==> src/rtl/snake_step_ctrl.sv <==
// Step-timing and direction-queue controller for a snake game.
// Produces one step pulse per step period and commits queued UART direction
// commands on step boundaries, rejecting repeats, reversals and overflow.
module snake_step_ctrl #(
  parameter int unsigned CLK_FREQ = 50_000_000
) (
  input  logic       sys_clk,
  input  logic       sys_rst_n,
  input  logic [2:0] direction,
  input  logic [1:0] mode,
  input  logic       pause,
  input  logic       rst1,
  output logic       step_tick,
  output logic [2:0] cur_dir,
  output logic       game_run,
  output logic [1:0] q_count,
  output logic       cmd_drop
);

  localparam int unsigned CW = $clog2(CLK_FREQ / 2 + 1);
  localparam logic [CW-1:0] LastM0 = CW'(CLK_FREQ / 4 - 1);
  localparam logic [CW-1:0] LastM1 = CW'(CLK_FREQ / 8 - 1);
  localparam logic [CW-1:0] LastM2 = CW'(CLK_FREQ / 16 - 1);
  localparam logic [CW-1:0] LastM3 = CW'(CLK_FREQ / 2 - 1);

  localparam logic [1:0] IDLE  = 2'd0;
  localparam logic [1:0] RUN   = 2'd1;
  localparam logic [1:0] PAUSE = 2'd2;

  localparam logic [2:0] DirRight = 3'd4;

  logic [1:0]    state_q, state_d;
  logic [CW-1:0] cnt_q, cnt_d;
  logic [2:0]    cur_dir_q, cur_dir_d;
  logic [2:0]    fifo_q [2];
  logic [2:0]    fifo_d [2];
  logic [1:0]    qcnt_q, qcnt_d;
  logic [2:0]    prev_dir_q;
  logic [1:0]    mode_q;

  logic [CW-1:0] cnt_last;
  logic          new_cmd, mode_chg, active, pop, push_req, drop, push, full;
  logic [1:0]    post_cnt;
  logic [2:0]    ref_dir;

  function automatic logic [2:0] opposite(input logic [2:0] d);
    logic [2:0] o;
    case (d)
      3'd1:    o = 3'd2;
      3'd2:    o = 3'd1;
      3'd3:    o = 3'd4;
      3'd4:    o = 3'd3;
      default: o = 3'd0;
    endcase
    return o;
  endfunction

  // Terminal count for the selected speed.
  always_comb begin
    cnt_last = LastM0;
    unique case (mode)
      2'd0: cnt_last = LastM0;
      2'd1: cnt_last = LastM1;
      2'd2: cnt_last = LastM2;
      2'd3: cnt_last = LastM3;
      default: cnt_last = LastM0;
    endcase
  end

  // Command detection, step pulse, queue pop/push decisions.
  always_comb begin
    new_cmd   = (direction != prev_dir_q) && (direction >= 3'd1) && (direction <= 3'd4);
    mode_chg  = (mode != mode_q);
    active    = (state_q == RUN) || (state_q == PAUSE);
    step_tick = (state_q == RUN) && !pause && !mode_chg && !rst1 && (cnt_q == cnt_last);
    pop       = step_tick && (qcnt_q != 2'd0);
    // Popped head becomes the direction in the step cycle itself.
    cur_dir   = pop ? fifo_q[0] : cur_dir_q;
    post_cnt  = qcnt_q - {1'b0, pop};
    // Reference is the tail of the queue as it stands after any pop.
    if (post_cnt == 2'd0) begin
      ref_dir = cur_dir;
    end else if ((post_cnt == 2'd1) && !pop) begin
      ref_dir = fifo_q[0];
    end else begin
      ref_dir = fifo_q[1];
    end
    full     = (post_cnt == 2'd2);
    push_req = active && new_cmd && !rst1;
    drop     = push_req && (full || (direction == ref_dir) || (direction == opposite(ref_dir)));
    push     = push_req && !drop;
    cmd_drop = drop;
    game_run = (state_q == RUN);
    q_count  = qcnt_q;
  end

  // Next-state for FSM, step counter, committed direction and FIFO.
  always_comb begin
    state_d   = state_q;
    cnt_d     = cnt_q;
    cur_dir_d = cur_dir;
    fifo_d    = fifo_q;
    qcnt_d    = post_cnt + {1'b0, push};
    if (pop) fifo_d[0] = fifo_q[1];
    if (push) fifo_d[post_cnt[0]] = direction;

    if (rst1) begin
      state_d   = IDLE;
      cnt_d     = '0;
      cur_dir_d = DirRight;
      qcnt_d    = 2'd0;
    end else begin
      case (state_q)
        IDLE: begin
          if (new_cmd) begin
            cur_dir_d = direction;
            state_d   = RUN;
            cnt_d     = '0;
          end
        end
        RUN: begin
          if (pause) state_d = PAUSE;
          if (mode_chg || step_tick) cnt_d = '0;
          else if (!pause) cnt_d = cnt_q + 1'b1;
        end
        PAUSE: begin
          if (!pause) state_d = RUN;
          if (mode_chg) cnt_d = '0;
        end
        default: state_d = IDLE;
      endcase
    end
  end

  // State registers with asynchronous reset.
  always_ff @(posedge sys_clk or negedge sys_rst_n) begin
    if (!sys_rst_n) begin
      state_q    <= IDLE;
      cnt_q      <= '0;
      cur_dir_q  <= DirRight;
      fifo_q[0]  <= 3'd0;
      fifo_q[1]  <= 3'd0;
      qcnt_q     <= 2'd0;
      prev_dir_q <= 3'd0;
      mode_q     <= 2'd0;
    end else begin
      state_q    <= state_d;
      cnt_q      <= cnt_d;
      cur_dir_q  <= cur_dir_d;
      fifo_q[0]  <= fifo_d[0];
      fifo_q[1]  <= fifo_d[1];
      qcnt_q     <= qcnt_d;
      prev_dir_q <= direction;
      mode_q     <= mode;
    end
  end

endmodule

==> config.mk <==
export PLATFORM = sky130hd
export DESIGN_NAME = snake_step_ctrl
export DESIGN_NICKNAME = d
export VERILOG_FILES = /design/src/rtl/snake_step_ctrl.sv
export SDC_FILE = /design/constraint.sdc
export NUM_CORES = 1
export LEC_CHECK = 0
export BUFFER_PORTS_ARGS = -buffer_cell sky130_fd_sc_hd__buf_2
export CORE_MARGIN = 2
export CORE_UTILIZATION = 61
export CTS_CLUSTER_DIAMETER = 50
export DETAILED_ROUTE_END_ITERATION = 8
export PLACE_DENSITY = 0.77
export SYNTH_ARGS = -nofsm -noshare
export SYNTH_HDL_FRONTEND = slang
export SYNTH_SLANG_ARGS = --single-unit
==> constraint.sdc <==
create_clock -name sys_clk -period 5.53 [get_ports sys_clk]
set_input_delay 0.553 -clock sys_clk [delete_from_list [all_inputs] [get_ports sys_clk]]
set_output_delay 0.553 -clock sys_clk [all_outputs]
set_load 0.02 [all_outputs]
==> results_dict.tcl, run 1 <==
set metrics [dict create \
    post-route-period-util_pct 94.8 \
    dp_cells 368 \
    fp-row-count 24 \
    critPathLaunchType "flop" \
    setup_ws_ps 288 \
    ioPinCount 17 \
    min_path_type "primary input to async pin" \
    synth_cell_types 56 \
    synth_top_area_cell "dfrtp_1" \
    syn_area_um2 2800 \
    antenna_found_initial 0 \
    synth_top_area_share_pct 37.6 \
    drive_gt1_share_pct 14.5 \
    grt_max_degree 44 \
    syn_inst 306 \
    detailed_place_hpwl_um 4280 \
    intPower_uw 578 \
    synth_area_per_cell_um2 9.14 \
    p_leak_nw 1.32 \
    path_clk_slew_ps 90 \
    yosysSeqAreaShare_pct 38.5 \
    gp_congestion 0.902 \
    clock_skew_ps 13.5 \
    drv_slew 0 \
    routed_wl_um 5870 \
    cp.arrival_ps 4690 \
    stdcell_count 376 \
    htreeDepth 2 \
    p_clk_share_pct 30.0 \
    syn-num-nets 326 \
    wl_per_cell_um 15.6 \
    grt_pass1_vias 2120 \
    clock_sinks 43 \
    drc 0 \
    slew_headroom_pct 38.8 \
    rsz0062_at_grt "false" \
    irDropWorstVdd_mv 0.211 \
    sequentialPowerShare_pct 43.1 \
    die_w_um 71.7 \
    pwr-share-comb_pct 27.0 \
    crit_fanout 8 \
    viasPerCell 6.11 \
    ant_nets 0 \
    final_net_count 343 \
    synthFlopType "dfrtp_1" \
    max_cap_viol_count 0 \
    num_antenna_cells 0 \
    cts_tree "yes" \
    setup_viol 0 \
    core_area_um2 4380 \
    synth_edf_count 0 \
    initial_core_util_pct 63.8 \
    syn_to_final_growth_pct 8.90 \
    ys_top_cells_by_area "dfrtp_1 (38%), xnor2_1 (5.0%), ha_1 (4.9%)" \
    cts_buffer_depth 2 \
    synth_top_cells_by_count "dfrtp_1 (42), nor2_1 (35), nand2_1 (20)" \
    drt-pass1-iter-count 4 \
    p_per_area_nw_per_um2 277 \
    worstSetupPathType "flop to output port" \
    die-area_um2 5140 \
    grtUsageTotal_pct 24.1 \
    dp_slack_ps 426 \
    holdWs_ps 381 \
    port-buffer-count 16 \
    cp_data_required_time_ps 4980 \
    yosysMostFrequentCell "dfrtp_1" \
    ctsRootBufferMaster "clkbuf_8" \
    globalRouteOverflowTotal 0 \
    vias 2299 \
    die_y_um 71.7 \
    final_area_um2 3050 \
    clock_latency_ps 300 \
    synth_warnings 0 \
    worst_pin_slew_ps 918 \
    grt_pass1_wl_um 9800 \
    synth-seq-cells 43 \
    status "complete, no violations" \
    switching_power_uw 265 \
    end_kind "output port" \
    finalPower_uw 843 \
    period_needed_ps 5240 \
    dr.first_iter.drc_count 201 \
    cts_buffers 5 \
    sw_frac_of_total_pct 31.4 \
    place_area_um2 2920 \
    cts_setup_buffers 0 \
    tns_ps 0 \
    async_flop_share_pct 100 \
    hold_violations 0 \
    final_util_pct 69.5 \
    fmax_mhz 191 \
]
-- layout by cell type, fill, tap and decap left out, types with 3 or more instances in the layout --
cell type  count
dfrtp_1       42
nor2_1        35
nand2_1       20
inv_1         17
xnor2_1       16
buf_2         16
o21ai_0       14
xor2_1        13
a21oi_1       12
ha_1          11
nand4_1       10
nor3_1         9
mux2_2         8
or3_1          7
nand3_1        7
nor3b_1        6
clkbuf_8       6
nor2b_1        5
and3_1         5
nand2b_1       4
a31oi_1        3
nor4_1         3
o22ai_1        3
o211ai_1       3
a221o_1        3
or4_1          3
mux2_1         3
and2_1         3
-- power groups by stage --
stage          clock (mW)  combinational, mW  sequential, mW
6_report            0.253              0.227           0.363
5_1_grt             0.270              0.255           0.366
4_1_cts             0.259              0.227           0.362
3_5_place_dp            0              0.225           0.369
3_3_place_gp            0              0.222           0.367
2_1_floorplan           0              0.169           0.363
-- repair_timing --
| action | 4_1_cts | 5_1_grt |
|---|---|---|
| hold buffers | 0 | 0 |
| endpoints found under the setup margin | 0 | 1 |
| gates resized for setup | 0 | 1 |
-- registers in the layout, indices dropped and copies added (netlist names), named ones only --
| name | count |
|---|---|
| cnt_q | 25 |
| cur_dir_q | 3 |
| fifo_q | 3 |
| prev_dir_q | 3 |
| mode_q | 2 |
| q_count | 2 |
| state_q | 2 |
-- final cells by class --
cell class                 count  area, um2
sequential                    43       1080
clock buffer                   6       82.6
inverter                      18       67.6
tap                           52       65.1
timing repair buffer          17       87.6
multi-input combinational    238       1630
fill                         343       1340
clock inverter                 2       35.0
-- layer usage --
layer  GRT usage [%]  routed length, um
met5               0                  0
met3            4.50                291
met4            5.45                 36
met1            35.7               2970
met2            37.0               2570
-- worst max-delay path: stages (launching register included) --
cell and delay, ps:
dfrtp_1 400, inv_1 100, ha_1 240, inv_1 80
or4_4 540, nor4_4 400, and3_2 290, ha_1 230
xor2_2 160, or3_1 340, o221ai_1 160, a31oi_1 130
or4_1 570, a41o_1 280, o2111ai_1 120, nor2b_1 160
buf_2 170
-- cells by family after synthesis --
group,synth area share (%)
compound gates,12.3
xor+xnor,9.40
fa+ha+maj,4.92
buf+inv,3.44
flops,38.5
mux,5.15
simple gates,26.3
-- final timing paths --
| path | from | end | slack [ps] | cells after the start |
|---|---|---|---|---|
| hold / removal | sys_rst_n | cnt_q[17]$_DFFE_PN0P_ | 380 | 1 |
| setup reg to reg | state_q[1]$_DFFE_PN0P_ | flop | 690 | 18 |
| setup / recovery | state_q[1]$_DFFE_PN0P_ | cmd_drop | 290 | 16 |
| min in group sys_clk | mode[1] | mode_q[1]$_DFF_PN0_ | 450 | 1 |
| hold reg to reg | cnt_q[0]$_DFFE_PN0P_ | cnt_q[0]$_DFFE_PN0P_ | 530 | 1 |
| max in group asynchronous | sys_rst_n | cnt_q[3]$_DFFE_PN0P_ | 4570 | 1 |
No activity file was read; power rests on OpenSTA's default activity.
==> run 2: changes to the inputs <==
Settings changed: RECOVER_POWER set to 50, SKIP_LAST_GASP set to 1.
==> run 2 against run 1 <==
Compared with the run above: register-to-register slack is essentially flat; the flow now finishes with violations (capacitance limit, slew limit); count of clock-buffer cells in the layout unchanged; worst hold slack better by 88 ps; power is 0.29% lower; clock skew decreased by 2.0 ps; clock power barely moved; largest cell class unchanged.
==> results_dict.tcl, run 2 (same netlist as run 1, synthesis figures left out) <==
set metrics [dict create \
    worstSetupPathType "flop to output port" \
    num_antenna_cells 0 \
    worst_pin_slew_ps 2190 \
    wl_per_cell_um 15.5 \
    mostFrequentLayoutCell "dfrtp_1" \
    routed_wl_um 5840 \
    crit_path_top_delay_cell "or4_1" \
    drive_gt1_share_pct 13.0 \
    cp-startpoint "state_q[1]$_DFFE_PN0P_" \
    drv_slew 44 \
    cp.depth 16 \
    reg2regPathDepth 18 \
    path_buf_inv 3 \
    viasPerCell 6.09 \
    final_util_pct 69.3 \
    dr.first_iter.drc_count 209 \
    met2_usage_pct 37.0 \
    die_w_um 71.7 \
    fp-row-count 24 \
    cp_data_required_time_ps 4980 \
    path_clk_slew_ps 80 \
    cts_resized 0 \
    dp_cells 368 \
    cts_setup_buffers 0 \
    initial_core_util_pct 63.8 \
    rsz0062_at_grt "false" \
    core_area_um2 4380 \
    drt-pass1-iter-count 4 \
    detailed_place_hpwl_um 4280 \
    grt_max_degree 44 \
    critPathLaunchType "flop" \
    clock_sinks 43 \
    vias 2289 \
    drc 0 \
    final_net_count 343 \
    ant_nets 0 \
    max_cap_viol_count 1 \
    cts_tree "yes" \
    crit_family "simple AND/OR/NAND/NOR gates" \
    die-area_um2 5140 \
    slowest_delay_ps 570 \
    setup_viol 0 \
    path_cells "inv_1, ha_1, inv_1, or4_4, nor4_4, and3_2, ha_1, xor2_2, or3_1, o221ai_1, a31oi_1, or4_1, a41o_1, o2111ai_1, nor2b_1, buf_2" \
    post-route-period-util_pct 94.7 \
    fmax_mhz 191 \
    clock_latency_ps 300 \
    crit-reg2reg-launch "state_q[1]$_DFFE_PN0P_" \
    grtUsageTotal_pct 24.1 \
    gp_congestion 0.902 \
    stdcell_count 376 \
    ctsHoldBuffers 0 \
    finalPower_uw 840 \
    min_path_type "primary input to flop" \
    slew_headroom_pct -45.9 \
    hold_path_depth 1 \
    cts_buffers 5 \
    period_needed_ps 5240 \
    regArea_um2 1080 \
    violations "capacitance limit, slew limit" \
    crit_fanout 8 \
    irDropWorstVdd_mv 0.210 \
    cp.arrival_ps 4680 \
    port-buffer-count 16 \
    multi_input_area_um2 1630 \
    grt_pass1_vias 2120 \
    met1_usage_pct 35.7 \
    clock_skew_ps 11.6 \
    mostFrequentLayoutCells "dfrtp_1 (42), nor2_1 (35), nand2_1 (20)" \
    end_kind "output port" \
    grt_pass1_wl_um 9800 \
    ctsRootBufferMaster "clkbuf_8" \
    antenna_found_initial 0 \
    status "finished, violations left" \
    fillers 345 \
    ioPinCount 17 \
    globalRouteOverflowTotal 0 \
    htreeDepth 2 \
    p_per_area_nw_per_um2 277 \
    min-delay-start "mode[0]" \
    largest_reg_flops 25 \
    grt_most_used_layer "met2" \
    p_leak_nw 1.30 \
    met3_usage_pct 4.50 \
    top_register "cnt_q" \
    die_y_um 71.7 \
    hold_violations 0 \
    syn_to_final_growth_pct 8.68 \
    cts_buffer_depth 2 \
    tns_ps 0 \
]
## run 2: changes by cell type in the layout (fill, tap and decap cells not counted), sizes merged
| cell | previous run | this run |
|---|---|---|
| buf | 17 | 12 |
| clkbuf | 6 | 11 |
## run 2: final cells by class
cell class,instances,area share (%)
multi-input cells,238,53.6
inverters,18,2.22
flip-flops and latches,43,35.4
clock buffers,6,2.72
repair buffers,17,2.68
well taps,52,2.14
clock inverters,2,1.15
## run 2: final timing paths
kind,endpoint,slack (ps)
max,cmd_drop,290
min,mode_q[0]$_DFF_PN0_,470
max reg2reg,flop,690
min reg2reg,cnt_q[0]$_DFFE_PN0P_,530
max in group asynchronous,cnt_q[3]$_DFFE_PN0P_,3380
min in group asynchronous,cnt_q[17]$_DFFE_PN0P_,890
## run 2: metal layers
layer  routed length (um)  vias up
met5                    0        -
met4                   34        0
met3                  281        4
met2                 2570       61
met1                 2950     1093
li1                     -     1131
## run 2: power by group
part	switching (mW)	total [mW]	internal (mW)
Combinational	0.136	0.226	0.0897
Clock	0.105	0.251	0.146
Sequential	0.0213	0.363	0.342
Total	0.263	0.840	0.577
## run 2: worst register-to-register path, delay by kind of cell, from the launching register on
| kind | cells | cell delay, ps |
|---|---|---|
| compound gates | 5 | 1130 |
| xor+xnor | 1 | 170 |
| fa+ha+maj | 3 | 720 |
| buf+inv | 2 | 190 |
| flops | 1 | 400 |
| mux | 1 | 350 |
| simple gates | 6 | 1800 |
## run 2: through the flow
step	cell area, um2	hold slack, ps	worst slack, ps
2_1_floorplan	2800	257	694
3_3_place_gp	2920	508	581
3_5_place_dp	2920	517	426
4_1_cts	3040	414	134
5_1_grt	3040	470	17.8
6_report	3040	469	292
==> run 3: changes to the inputs <==
Settings changed: CORE_UTILIZATION 61 to 66, PLACE_DENSITY 0.77 to 0.83.
Clock period 5.53 ns to 6.4 ns, I/O delays scaled along.
==> run 3 against run 2 <==
Compared with the run above: the run still ends with capacitance limit, slew limit left; largest power group unchanged; clock skew fell by 7.1 ps; highest routed layer unchanged; largest cell class unchanged; power decreased by 19%; critical endpoint unchanged; die area down 7.2%.
==> results_dict.tcl, run 3 (same netlist as run 1, synthesis figures left out) <==
set metrics [dict create \
    die_w_um 69.1 \
    drv_slew 44 \
    die-area_um2 4770 \
    drive_gt1_share_pct 12.0 \
    globalRouteOverflowTotal 0 \
    worstSetupPathType "primary input to output port" \
    reg2regPathDepth 16 \
    clock_skew_ps 4.50 \
    crit-reg2reg-launch "state_q[1]$_DFFE_PN0P_" \
    detailed_place_hpwl_um 4570 \
    clock_sinks 43 \
    cts_setup_buffers 0 \
    viasPerCell 6.18 \
    grt_max_degree 44 \
    grt_pass1_wl_um 10500 \
    critPathLaunchType "primary input" \
    clock_latency_ps 290 \
    port-buffer-count 16 \
    worst_pin_slew_ps 2220 \
    ant_nets 0 \
    dp_cells 366 \
    mostFrequentLayoutCells "dfrtp_1 (42), nor2_1 (35), nand2_1 (20)" \
    dp_slack_ps 1090 \
    path_clk_slew_ps 70 \
    p_per_area_nw_per_um2 226 \
    syn_to_final_growth_pct 7.11 \
    tns_ps 0 \
    num_antenna_cells 0 \
    cp_data_required_time_ps 5760 \
    final_net_count 343 \
    initial_core_util_pct 69.4 \
    drt-pass1-iter-count 4 \
    end_kind "output port" \
    cts_resized 0 \
    htreeDepth 2 \
    period_needed_ps 5570 \
    p_leak_nw 1.28 \
    stdcell_count 374 \
    core_area_um2 4030 \
    hold_violations 0 \
    grtUsageTotal_pct 27.0 \
    cp-endpoint "cmd_drop" \
    routed_wl_um 6020 \
    final_area_um2 3000 \
    ioPinCount 17 \
    violations "capacitance limit, slew limit" \
    vias 2310 \
    fillers 307 \
    max_cap_viol_count 1 \
    ctsHoldBuffers 0 \
    fmax_mhz 180 \
    antenna_found_initial 0 \
    slew_headroom_pct -48.3 \
    gp_congestion 0.885 \
    setup_viol 0 \
    crit_fanout 8 \
    grt_pass1_vias 2231 \
    irDropWorstVdd_mv 0.196 \
    finalPower_uw 677 \
    rsz0062_at_grt "false" \
    min_path_type "flop to flop" \
    post-route-period-util_pct 87.0 \
    holdWs_ps 527 \
    cts_buffers 5 \
    status "finished, violations left" \
    drc 0 \
    final_util_pct 74.3 \
    cts_buffer_depth 2 \
    r2r_slack_ps 1450 \
    largest_reg_flops 25 \
    wl_per_cell_um 16.1 \
    cts_tree "yes" \
    top_register "cnt_q" \
    dr.first_iter.drc_count 233 \
    cp.arrival_ps 4930 \
    place_area_um2 2920 \
    mostFrequentLayoutCell "dfrtp_1" \
    ctsRootBufferMaster "clkbuf_8" \
    cp-startpoint "mode[0]" \
    die_y_um 69.1 \
    fp-row-count 23 \
    setup_ws_ps 831 \
]
-- run 3: changes by cell type in the layout (fill, tap and decap cells not counted) --
cell,previous run,this run
clkinvlp_4,0,1
clkbuf_8,6,5
clkbuf_1,5,7
xor2_2,1,0
xor2_1,13,14
bufinv_16,1,0
buf_2,11,10
-- run 3: area by class of cell --
| type | instances | area, um2 | area share, % |
|---|---|---|---|
| clock inverters | 2 | 12.5 | 0.418 |
| multi-input cells | 238 | 1620 | 54.2 |
| flip-flops and latches | 43 | 1080 | 36.0 |
| repair buffers | 17 | 80.1 | 2.67 |
| inverters | 18 | 67.6 | 2.26 |
| well taps | 50 | 62.6 | 2.09 |
| clock buffers | 6 | 72.6 | 2.42 |
-- run 3: worst min-delay path by stage --
stage,endpoint,slack (ps),start,cells past startpoint
floorplan,async pin,340,sys_rst_n,0
global placement,cnt_q[0]$_DFFE_PN0P_,510,cnt_q[0]$_DFFE_PN0P_,1
detailed placement,cnt_q[0]$_DFFE_PN0P_,510,cnt_q[0]$_DFFE_PN0P_,1
CTS,cnt_q[17]$_DFFE_PN0P_,510,sys_rst_n,1
global route,cnt_q[0]$_DFFE_PN0P_,580,cnt_q[0]$_DFFE_PN0P_,1
finish,cnt_q[0]$_DFFE_PN0P_,530,cnt_q[0]$_DFFE_PN0P_,1
-- run 3: routing by layer --
metal  track usage (%)  up-vias  routed length [um]
li1                  -     1126                   -
met1              40.2     1127                2840
met2              41.1       50                2820
met3              3.65        7                 289
met4              7.84        0                  73
met5                 0        -                   0
-- run 3: critical path: stages --
cell       delay, ps
clkbuf_1         310
inv_1            120
ha_1             320
nor3b_1          280
o211ai_1         190
nor4_4           280
and3_2           290
ha_1             200
xor2_1           520
nor2_1           190
a221o_1          430
or4_1            510
a41o_1           210
o2111ai_1        120
nor2b_1          140
buf_2            170
-- run 3: report_power, final --
group | internal, mW | total (mW) | switching, mW
Combinational | 0.0774 | 0.198 | 0.121
Clock | 0.0762 | 0.165 | 0.0886
Sequential | 0.295 | 0.314 | 0.0188
Total | 0.449 | 0.677 | 0.228
